File: src/rtl/bsg_dmc_trace_bist.sv
// BIST traffic source and read-data checker for the DMC trace-replay port.
// Writes patterned bursts, reads the same addresses back, and checks every returned beat.
module bsg_dmc_trace_bist #(
    parameter int unsigned ui_addr_width_p = 28,
    parameter int unsigned ui_data_width_p = 32,
    parameter int unsigned burst_len_p     = 2,
    parameter int unsigned num_bursts_p    = 16,
    parameter int unsigned addr_stride_p   = 8,
    parameter int unsigned timeout_p       = 1024,
    parameter int unsigned err_width_p     = 16
) (
    input  logic                                             clk_i,
    input  logic                                             reset_n_i,
    input  logic                                             start_i,
    input  logic [ui_data_width_p-1:0]                       seed_i,
    input  logic [ui_addr_width_p-1:0]                       base_addr_i,
    output logic [3+ui_addr_width_p+ui_data_width_p-1:0]     trace_data_o,
    output logic                                             trace_v_o,
    input  logic                                             trace_ready_i,
    input  logic [ui_data_width_p-1:0]                       rd_data_i,
    input  logic                                             rd_v_i,
    output logic                                             rd_yumi_o,
    output logic                                             busy_o,
    output logic                                             done_o,
    output logic                                             pass_o,
    output logic                                             timeout_o,
    output logic [err_width_p-1:0]                           err_count_o
);

    localparam int unsigned addr_w_lp      = ui_addr_width_p;
    localparam int unsigned data_w_lp      = ui_data_width_p;
    localparam int unsigned entry_width_lp = 3 + addr_w_lp + data_w_lp;
    localparam int unsigned total_beats_lp = num_bursts_p * burst_len_p;
    localparam int unsigned burst_w_lp     = $clog2(num_bursts_p + 1);
    localparam int unsigned beat_w_lp      = $clog2(burst_len_p + 1);
    localparam int unsigned rx_w_lp        = $clog2(total_beats_lp + 1);
    localparam int unsigned idle_w_lp      = $clog2(timeout_p + 1);

    localparam logic [2:0] cmd_write_lp = 3'b000;
    localparam logic [2:0] cmd_read_lp  = 3'b001;

    typedef enum logic [2:0] {
        st_idle,
        st_write,
        st_read,
        st_wait,
        st_done
    } state_e;

    state_e                      state_r, state_n;
    logic [data_w_lp-1:0]        seed_r, seed_n;
    logic [addr_w_lp-1:0]        base_r, base_n;
    logic [burst_w_lp-1:0]       burst_r, burst_n;
    logic [beat_w_lp-1:0]        beat_r, beat_n;
    logic [rx_w_lp-1:0]          rx_r, rx_n;
    logic [idle_w_lp-1:0]        idle_r, idle_n;
    logic [err_width_p-1:0]      err_r, err_n;
    logic                        timeout_r, timeout_n;
    logic [entry_width_lp-1:0]   entry_r, entry_n;
    logic                        v_r, v_n;
    logic                        busy_r, busy_n;
    logic                        done_r, done_n;
    logic                        pass_r, pass_n;

    logic                        accept;
    logic                        start_ok;
    logic                        err_inc;
    logic [addr_w_lp-1:0]        addr_n;
    logic [data_w_lp-1:0]        wdata_n;

    // Returned data is never back-pressured.
    assign rd_yumi_o = rd_v_i;

    assign trace_data_o = entry_r;
    assign trace_v_o    = v_r;
    assign busy_o       = busy_r;
    assign done_o       = done_r;
    assign pass_o       = pass_r;
    assign timeout_o    = timeout_r;
    assign err_count_o  = err_r;

    always_comb begin
        state_n   = state_r;
        seed_n    = seed_r;
        base_n    = base_r;
        burst_n   = burst_r;
        beat_n    = beat_r;
        rx_n      = rx_r;
        idle_n    = idle_r;
        timeout_n = timeout_r;
        err_inc   = 1'b0;
        err_n     = err_r;
        v_n       = 1'b0;
        entry_n   = '0;
        busy_n    = 1'b0;
        done_n    = 1'b0;
        pass_n    = 1'b0;
        addr_n    = '0;
        wdata_n   = '0;

        accept   = v_r & trace_ready_i;
        start_ok = start_i & ((state_r == st_idle) | (state_r == st_done));

        // Checker: beats outside the read/wait window are unsolicited errors.
        if (rd_v_i) begin
            if ((state_r == st_read) || (state_r == st_wait)) begin
                err_inc = (rd_data_i != (seed_r + data_w_lp'(rx_r)));
                rx_n    = rx_r + rx_w_lp'(1);
            end else begin
                err_inc = 1'b1;
            end
        end
        if (err_inc && !(&err_r)) begin
            err_n = err_r + err_width_p'(1);
        end

        case (state_r)
            st_idle, st_done: begin
                if (start_ok) begin
                    seed_n    = seed_i;
                    base_n    = base_addr_i;
                    burst_n   = '0;
                    beat_n    = '0;
                    rx_n      = '0;
                    idle_n    = '0;
                    err_n     = '0;
                    timeout_n = 1'b0;
                    state_n   = st_write;
                end
            end
            st_write: begin
                if (accept) begin
                    if (beat_r == beat_w_lp'(burst_len_p - 1)) begin
                        beat_n = '0;
                        if (burst_r == burst_w_lp'(num_bursts_p - 1)) begin
                            burst_n = '0;
                            state_n = st_read;
                        end else begin
                            burst_n = burst_r + burst_w_lp'(1);
                        end
                    end else begin
                        beat_n = beat_r + beat_w_lp'(1);
                    end
                end
            end
            st_read: begin
                if (accept) begin
                    if (burst_r == burst_w_lp'(num_bursts_p - 1)) begin
                        idle_n  = '0;
                        state_n = st_wait;
                    end else begin
                        burst_n = burst_r + burst_w_lp'(1);
                    end
                end
            end
            st_wait: begin
                if (rx_n == rx_w_lp'(total_beats_lp)) begin
                    state_n = st_done;
                end else if (rd_v_i) begin
                    idle_n = '0;
                end else if (idle_r == idle_w_lp'(timeout_p - 1)) begin
                    timeout_n = 1'b1;
                    state_n   = st_done;
                end else begin
                    idle_n = idle_r + idle_w_lp'(1);
                end
            end
            default: state_n = st_idle;
        endcase

        // Registered outputs follow the next state so the entry stays put while stalled.
        addr_n  = base_n + addr_w_lp'(32'(burst_n) * addr_stride_p);
        wdata_n = seed_n + data_w_lp'(32'(burst_n) * burst_len_p + 32'(beat_n));
        if (state_n == st_write) begin
            v_n     = 1'b1;
            entry_n = {cmd_write_lp, addr_n, wdata_n};
        end else if (state_n == st_read) begin
            v_n     = 1'b1;
            entry_n = {cmd_read_lp, addr_n, data_w_lp'(0)};
        end
        busy_n = (state_n == st_write) | (state_n == st_read) | (state_n == st_wait);
        done_n = (state_n == st_done);
        pass_n = done_n & (err_n == '0) & ~timeout_n;
    end

    always_ff @(posedge clk_i or negedge reset_n_i) begin
        if (!reset_n_i) begin
            state_r   <= st_idle;
            seed_r    <= '0;
            base_r    <= '0;
            burst_r   <= '0;
            beat_r    <= '0;
            rx_r      <= '0;
            idle_r    <= '0;
            err_r     <= '0;
            timeout_r <= 1'b0;
            entry_r   <= '0;
            v_r       <= 1'b0;
            busy_r    <= 1'b0;
            done_r    <= 1'b0;
            pass_r    <= 1'b0;
        end else begin
            state_r   <= state_n;
            seed_r    <= seed_n;
            base_r    <= base_n;
            burst_r   <= burst_n;
            beat_r    <= beat_n;
            rx_r      <= rx_n;
            idle_r    <= idle_n;
            err_r     <= err_n;
            timeout_r <= timeout_n;
            entry_r   <= entry_n;
            v_r       <= v_n;
            busy_r    <= busy_n;
            done_r    <= done_n;
            pass_r    <= pass_n;
        end
    end

endmodule

File: config.mk
export PLATFORM = sky130hd
export DESIGN_NAME = bsg_dmc_trace_bist
export DESIGN_NICKNAME = d
export VERILOG_FILES = /design/src/rtl/bsg_dmc_trace_bist.sv
export SDC_FILE = /design/constraint.sdc
export NUM_CORES = 1
export LEC_CHECK = 0
export CAP_MARGIN = 20
export CORE_MARGIN = 1
export CORE_UTILIZATION = 50
export CTS_BUF_LIST = sky130_fd_sc_hd__clkbuf_16
export CTS_CLUSTER_DIAMETER = 80
export DETAILED_ROUTE_END_ITERATION = 7
export PLACE_DENSITY_LB_ADDON = 0.08
export SLEW_MARGIN = 25
export SYNTH_ARGS = -nofsm -noshare
export SYNTH_HDL_FRONTEND = slang
export SYNTH_SLANG_ARGS = --single-unit
File: constraint.sdc
create_clock -name clk_i -period 6.9 [get_ports clk_i]
set_input_delay 0.69 -clock clk_i [delete_from_list [all_inputs] [get_ports clk_i]]
set_output_delay 0.69 -clock clk_i [all_outputs]
set_load 0.01 [all_outputs]
==> impl_metrics.tcl, run 1 <==
set metrics [dict create \
    status "finished, final reports clean" \
    max_slew_margin_pct 44.9 \
    die_x_um 139 \
    synthDistinctLibCells 70 \
    ir_worst_vdd_uv 198 \
    core_area_sq_um 18200 \
    final_antenna_net_count 0 \
    fin_crit_ns 5.30 \
    yosys_register_bits 169 \
    hold_viol_final 0 \
    place_ws_ns 1.25 \
    ioPinCount 182 \
    synthFlopType "dfrtp_1" \
    path_clk_slew_ns 0.07 \
    die_y_um 139 \
    dieArea_sq_um 19400 \
    final_cells 1415 \
    num-nets-final 1300 \
    avgSynthCellArea_sq_um 9.39 \
    grt_pass1_wl_um 37600 \
    finalClockSkew_ns 0.00985 \
    cts_buffers 17 \
    antenna_found_initial 1 \
    powerDensity_nw_per_um2 398 \
    drc 0 \
    area_growth_pct 27.7 \
    crit_arrival_ns 5.60 \
    grt_max_degree 91 \
    avgRoutedWirePerCell_um 16.1 \
    worstReg2RegStart "burst_r[1]" \
    synth_common_cells "dfrtp_1, nand2_1, nor2_1, xnor2_1, inv_1" \
    whs_ns 0.339 \
    critical_path_class "in2reg" \
    cts_setup_buffers 0 \
    r2r_end "trace_data_o[31]" \
    yosys-top-cells-area "dfrtp_1, xnor2_1, nand2_1, nor2_1, mux2i_1" \
    vias 7709 \
    numPlacedInstances 1382 \
    ys_seq_area_share_pct 44.9 \
    cts_tree "done" \
    dr.pass1.iters 4 \
    setup_tns_ns 0 \
    synth_top_area_share_pct 44.9 \
    cts.path.max_buffers 2 \
    fmax_ghz 0.189 \
    dp_hpwl_um 16400 \
    rsz0062_at_grt "false" \
    finalSetupViolCount 0 \
    critPathLaunch "trace_ready_i" \
    cts_resized 0 \
    cp.required_ns 7.20 \
    cap_violations 0 \
    async_reset_ff_share_pct 100 \
    synthCells 1004 \
    drtIter0Drc 530 \
    start_util_pct 51.8 \
    holdBufCountCts 0 \
    row_count 49 \
    cts-htree-levels 4 \
    place_congestion 0.872 \
    insertion_delay_ns 0.43 \
    end_kind "flop" \
    period_share_pct 76.7 \
    worst_slew_pin_slew_ns 0.826 \
    portBuffers 179 \
    reg2reg_depth 20 \
    timing.final.ws_setup_ns 1.60 \
    yosys_warnings 0 \
    root_buffer "clkbuf_16" \
    regToRegSetupSlack_ns 1.61 \
    startpoint_type "input pin" \
    grt_pass1_vias 7651 \
    synth_area_sq_um 9430 \
    drive_gt1_share_pct 4.81 \
    synth_area_leader_cell "dfrtp_1" \
    finalWirelength_um 22800 \
    synth.most_common_cell "dfrtp_1" \
    cp_max_fo 10 \
    worstHoldPathType "in2async" \
    clock_sinks 169 \
    report.final.slew_viol_count 0 \
    gr-total-overflow 0 \
    track_usage_pct 24.5 \
    synth_edf_count 0 \
    crit_end "trace_data_o[31]" \
    vias_per_cell 5.45 \
    p_leak_uw 0.00527 \
]
## cell usage in the layout (no fill, tap or decap), types with 12 or more instances in the layout
cell | netlist | final
a21o_1 | 14 | 14
a21oi_1 | 34 | 34
and2_1 | 13 | 13
and3_1 | 21 | 21
clkbuf_16 | 0 | 17
clkdlybuf4s50_1 | 0 | 178
dfrtp_1 | 169 | 169
ha_1 | 27 | 27
inv_1 | 48 | 48
mux2i_1 | 37 | 37
nand2_1 | 126 | 126
nand2b_1 | 18 | 18
nand3_1 | 33 | 33
nand4_1 | 21 | 21
nor2_1 | 103 | 102
nor2b_1 | 13 | 13
nor3_1 | 27 | 26
nor4_1 | 12 | 12
o21ai_0 | 32 | 32
xnor2_1 | 90 | 90
xor2_1 | 26 | 26
## worst max-delay path, stage by stage
cell and delay [ns]:
clkdlybuf4s50_1 0.47, and2_1 0.35, nand2_1 0.12, nor2_1 0.29, o21bai_1 0.16, a21oi_1 0.14, o221ai_1 0.24, fa_1 0.51
ha_1 0.24, fa_1 0.40, a21o_1 0.19, a21o_1 0.20, a21o_1 0.18, a21oi_1 0.33, or3_1 0.27, nand2b_1 0.18
nand2b_1 0.22, nor2b_1 0.10, nand3_1 0.10, xor2_1 0.15, nor2_1 0.05
## power breakdown
group,switching (uW),total (uW),leakage [uW],internal (uW)
registers,274,1660,0.00213,1380
clock network,459,1010,0.000302,556
logic,1110,2130,0.00284,1010
## cell families after synthesis
family                   synth area share (%)
AO/OA/AOI/OAI                            10.1
AND/OR/NAND/NOR                          22.0
multiplexers                             4.05
flip-flops                               44.9
XOR/XNOR                                 10.8
buffers and inverters                    3.73
adder cells (fa/ha/maj)                  4.43
other                                  0.0398
## final cells by class
cell class	count	area [sq um]
antenna	1	2.50
clock buffer	17	425
tap	229	287
clock inverter	15	195
multi-input combinational	750	4860
inverter	49	184
fill	1520	6170
timing repair buffer	185	1850
sequential	169	4230
## worst min-delay path by stage
stage / endpoint / start
6_report: idle_r[5] / reset_n_i
4_1_cts: idle_r[5] / reset_n_i
3_5_place_dp: base_r[1] / base_r[1]
5_1_grt: idle_r[4] / reset_n_i
3_3_place_gp: base_r[2] / base_r[2]
2_1_floorplan: base_r[0] / reset_n_i
## metrics by stage
stage                     power, uW  area (sq um)  utilization, %
after floorplan                2980          9430               -
after global placement         3760         11400            62.7
after detailed placement       3790         11400            62.7
after CTS                      4830         12000            66.1
after global routing           5150         12000            66.1
final                          4800         12000            66.1
## flip-flops by register name, indices dropped and copies added (netlist names)
register / cells
idle_r: 11
err_count_o: 16
done_o: 1
rx_r: 6
state_r: 3
timeout_o: 1
base_r: 28
busy_o: 1
trace_data_o: 61
trace_v_o: 1
pass_o: 1
seed_r: 32
burst_r: 5
beat_r: 2
## per-layer routing
metal / global-route usage [%] / share of wire [%] / wire [um]
met1: 30.6 / 43 / 9890
met3: 8.33 / 7.5 / 1700
met4: 7.19 / 1.6 / 368
met2: 40.0 / 47 / 10800
met5: 0 / 0 / 0
Note: power is estimated with default switching activity, not from simulation.
==> run 2: changes to the inputs <==
clock period = 5.5 ns   (was 6.9 ns; I/O delays follow)
==> run 2 against run 1 <==
Power is 24% higher. Sequential share of layout area hardly changed. Die area stayed put. Critical path type is now reg2reg. Highest routed layer unchanged.
==> impl_metrics.tcl, run 2 (same netlist as run 1, synthesis figures left out) <==
set metrics [dict create \
    status "finished, final reports clean" \
    p_sw_share_pct 38.8 \
    setup_tns_ns 0 \
    grt_pass1_vias 7794 \
    nFillCells 1542 \
    power_uw 5970 \
    fin_crit_ns 5.01 \
    max_slew_margin_pct 44.2 \
    vias_per_cell 5.44 \
    die_y_um 139 \
    path_buf_inv 2 \
    cp.required_ns 5.81 \
    p_clk_share_pct 20.2 \
    ir_worst_vdd_uv 301 \
    final_cells 1422 \
    layout_common_cells "clkdlybuf4s50_1, dfrtp_1, nand2_1, nor2_1, xnor2_1" \
    cap_violations 0 \
    core_area_sq_um 18200 \
    row_count 49 \
    crit_arrival_ns 5.31 \
    rsz0062_at_grt "false" \
    final_antenna_net_count 0 \
    p_int_uw 3650 \
    dr.pass1.iters 5 \
    finalSetupViolCount 0 \
    portBuffers 179 \
    crit_chain "ha_1 -> and3_1 -> nor2b_1 -> buf_4 -> inv_1 -> ha_1 -> o221ai_1 -> fa_1 -> ha_1 -> fa_1 -> a21o_1 -> a21o_1 -> a21o_1 -> a21oi_1 -> or3_1 -> nand2b_1 -> nand2b_1 -> nor2b_1 -> nand3_1 -> xor2_1 -> nor2_1" \
    max_stage_delay_ns 0.50 \
    worst_slew_pin_slew_ns 0.836 \
    cp_top_family "adder cells" \
    startpoint_type "flop" \
    vias 7734 \
    powerDensity_nw_per_um2 496 \
    avgRoutedWirePerCell_um 16.1 \
    ioPinCount 182 \
    numPlacedInstances 1389 \
    gr-total-overflow 0 \
    p_comb_share_pct 45.0 \
    p_leak_uw 0.00529 \
    drtIter0Drc 373 \
    track_usage_pct 24.7 \
    power_frac_seq_pct 34.8 \
    dieArea_sq_um 19400 \
    grt_max_degree 84 \
    worstHoldPathType "in2async" \
    slowest_stage "fa_1" \
    area_growth_pct 27.7 \
    report.final.slew_viol_count 0 \
    cts_setup_buffers 0 \
    cts.path.max_buffers 2 \
    period_share_pct 91.0 \
    final_common_cell "clkdlybuf4s50_1" \
    clock_sinks 169 \
    place_congestion 0.880 \
    cts_resized 0 \
    critical_path_class "reg2reg" \
    largest_reg_flops 61 \
    end_kind "flop" \
    fmax_ghz 0.200 \
    dp_hpwl_um 16800 \
    path_clk_slew_ns 0.07 \
    hold_viol_final 0 \
    switchingPower_uw 2320 \
    num-nets-final 1307 \
    insertion_delay_ns 0.43 \
    start_util_pct 51.8 \
    cts_buffers 17 \
    root_buffer "clkbuf_16" \
    die_x_um 139 \
    drc 0 \
    finalWirelength_um 22900 \
    antenna_found_initial 1 \
    drive_gt1_share_pct 5.37 \
    cp_max_fo 6 \
    cts_tree "done" \
    grt_pass1_wl_um 38400 \
    cts-htree-levels 4 \
    holdBufCountCts 0 \
    finalClockSkew_ns 0.0132 \
]
[run 2: per-layer routing]
| layer | global-route usage (%) | share of wire, % |
|---|---|---|
| met1 | 31.7 | 44 |
| met2 | 40.1 | 47 |
| met3 | 7.30 | 7.2 |
| met4 | 7.49 | 1.6 |
| met5 | 0 | 0 |
[run 2: cell type report]
cell class	count	area (sq um)	area share (%)
diodes	1	2.50	0.0208
clock buffers	17	425	3.53
clock inverters	15	156	1.30
inverters	49	184	1.53
multi-input cells	750	4860	40.4
flip-flops and latches	169	4230	35.1
well taps	229	287	2.38
repair buffers	192	1890	15.7
[run 2: final timing paths]
| path | slack [ns] | depth (start not counted) | from | to |
|---|---|---|---|---|
| worst max-delay path | 0.49 | 21 | burst_r[0] | trace_data_o[31] |
| worst min-delay path | 0.18 | 1 | reset_n_i | idle_r[4] |
| worst max register to register | 0.49 | 21 | burst_r[0] | trace_data_o[31] |
| worst min register to register | 0.48 | 2 | base_r[1] | base_r[1] |
| max in group asynchronous | 4.19 | 2 | reset_n_i | trace_data_o[11] |
| min in group clk_i | 0.48 | 2 | base_r[1] | base_r[1] |
[run 2: power groups by stage]
stage	Clock, uW	Combinational, uW	Sequential [uW]
after floorplan	0	1640	2100
after global placement	0	2640	2090
after detailed placement	0	2670	2090
after CTS	1230	2700	2080
after global routing	1280	2990	2140
final	1200	2680	2080
[run 2: through the flow]
stage / area [sq um] / worst slack [ns] / util [%] / hold slack [ns]
finish: 12000 / 0.493 / 66.1 / 0.175
global route: 12000 / 0.125 / 66.1 / 0.232
CTS: 12000 / 0.530 / 66.1 / 0.208
detailed placement: 11500 / 0.280 / 62.9 / 0.460
global placement: 11500 / 0.331 / 62.9 / 0.455
floorplan: 9440 / 0.00561 / - / 0.254
[run 2: worst register-to-register path, stage by stage (launching register included)]
cell and delay (ns):
dfrtp_1 0.39, ha_1 0.24, and3_1 0.22, nor2b_1 0.13, buf_4 0.14, inv_1 0.14
ha_1 0.26, o221ai_1 0.37, fa_1 0.50, ha_1 0.24, fa_1 0.40, a21o_1 0.19
a21o_1 0.20, a21o_1 0.18, a21oi_1 0.23, or3_1 0.24, nand2b_1 0.19, nand2b_1 0.21
nor2b_1 0.10, nand3_1 0.11, xor2_1 0.15, nor2_1 0.05
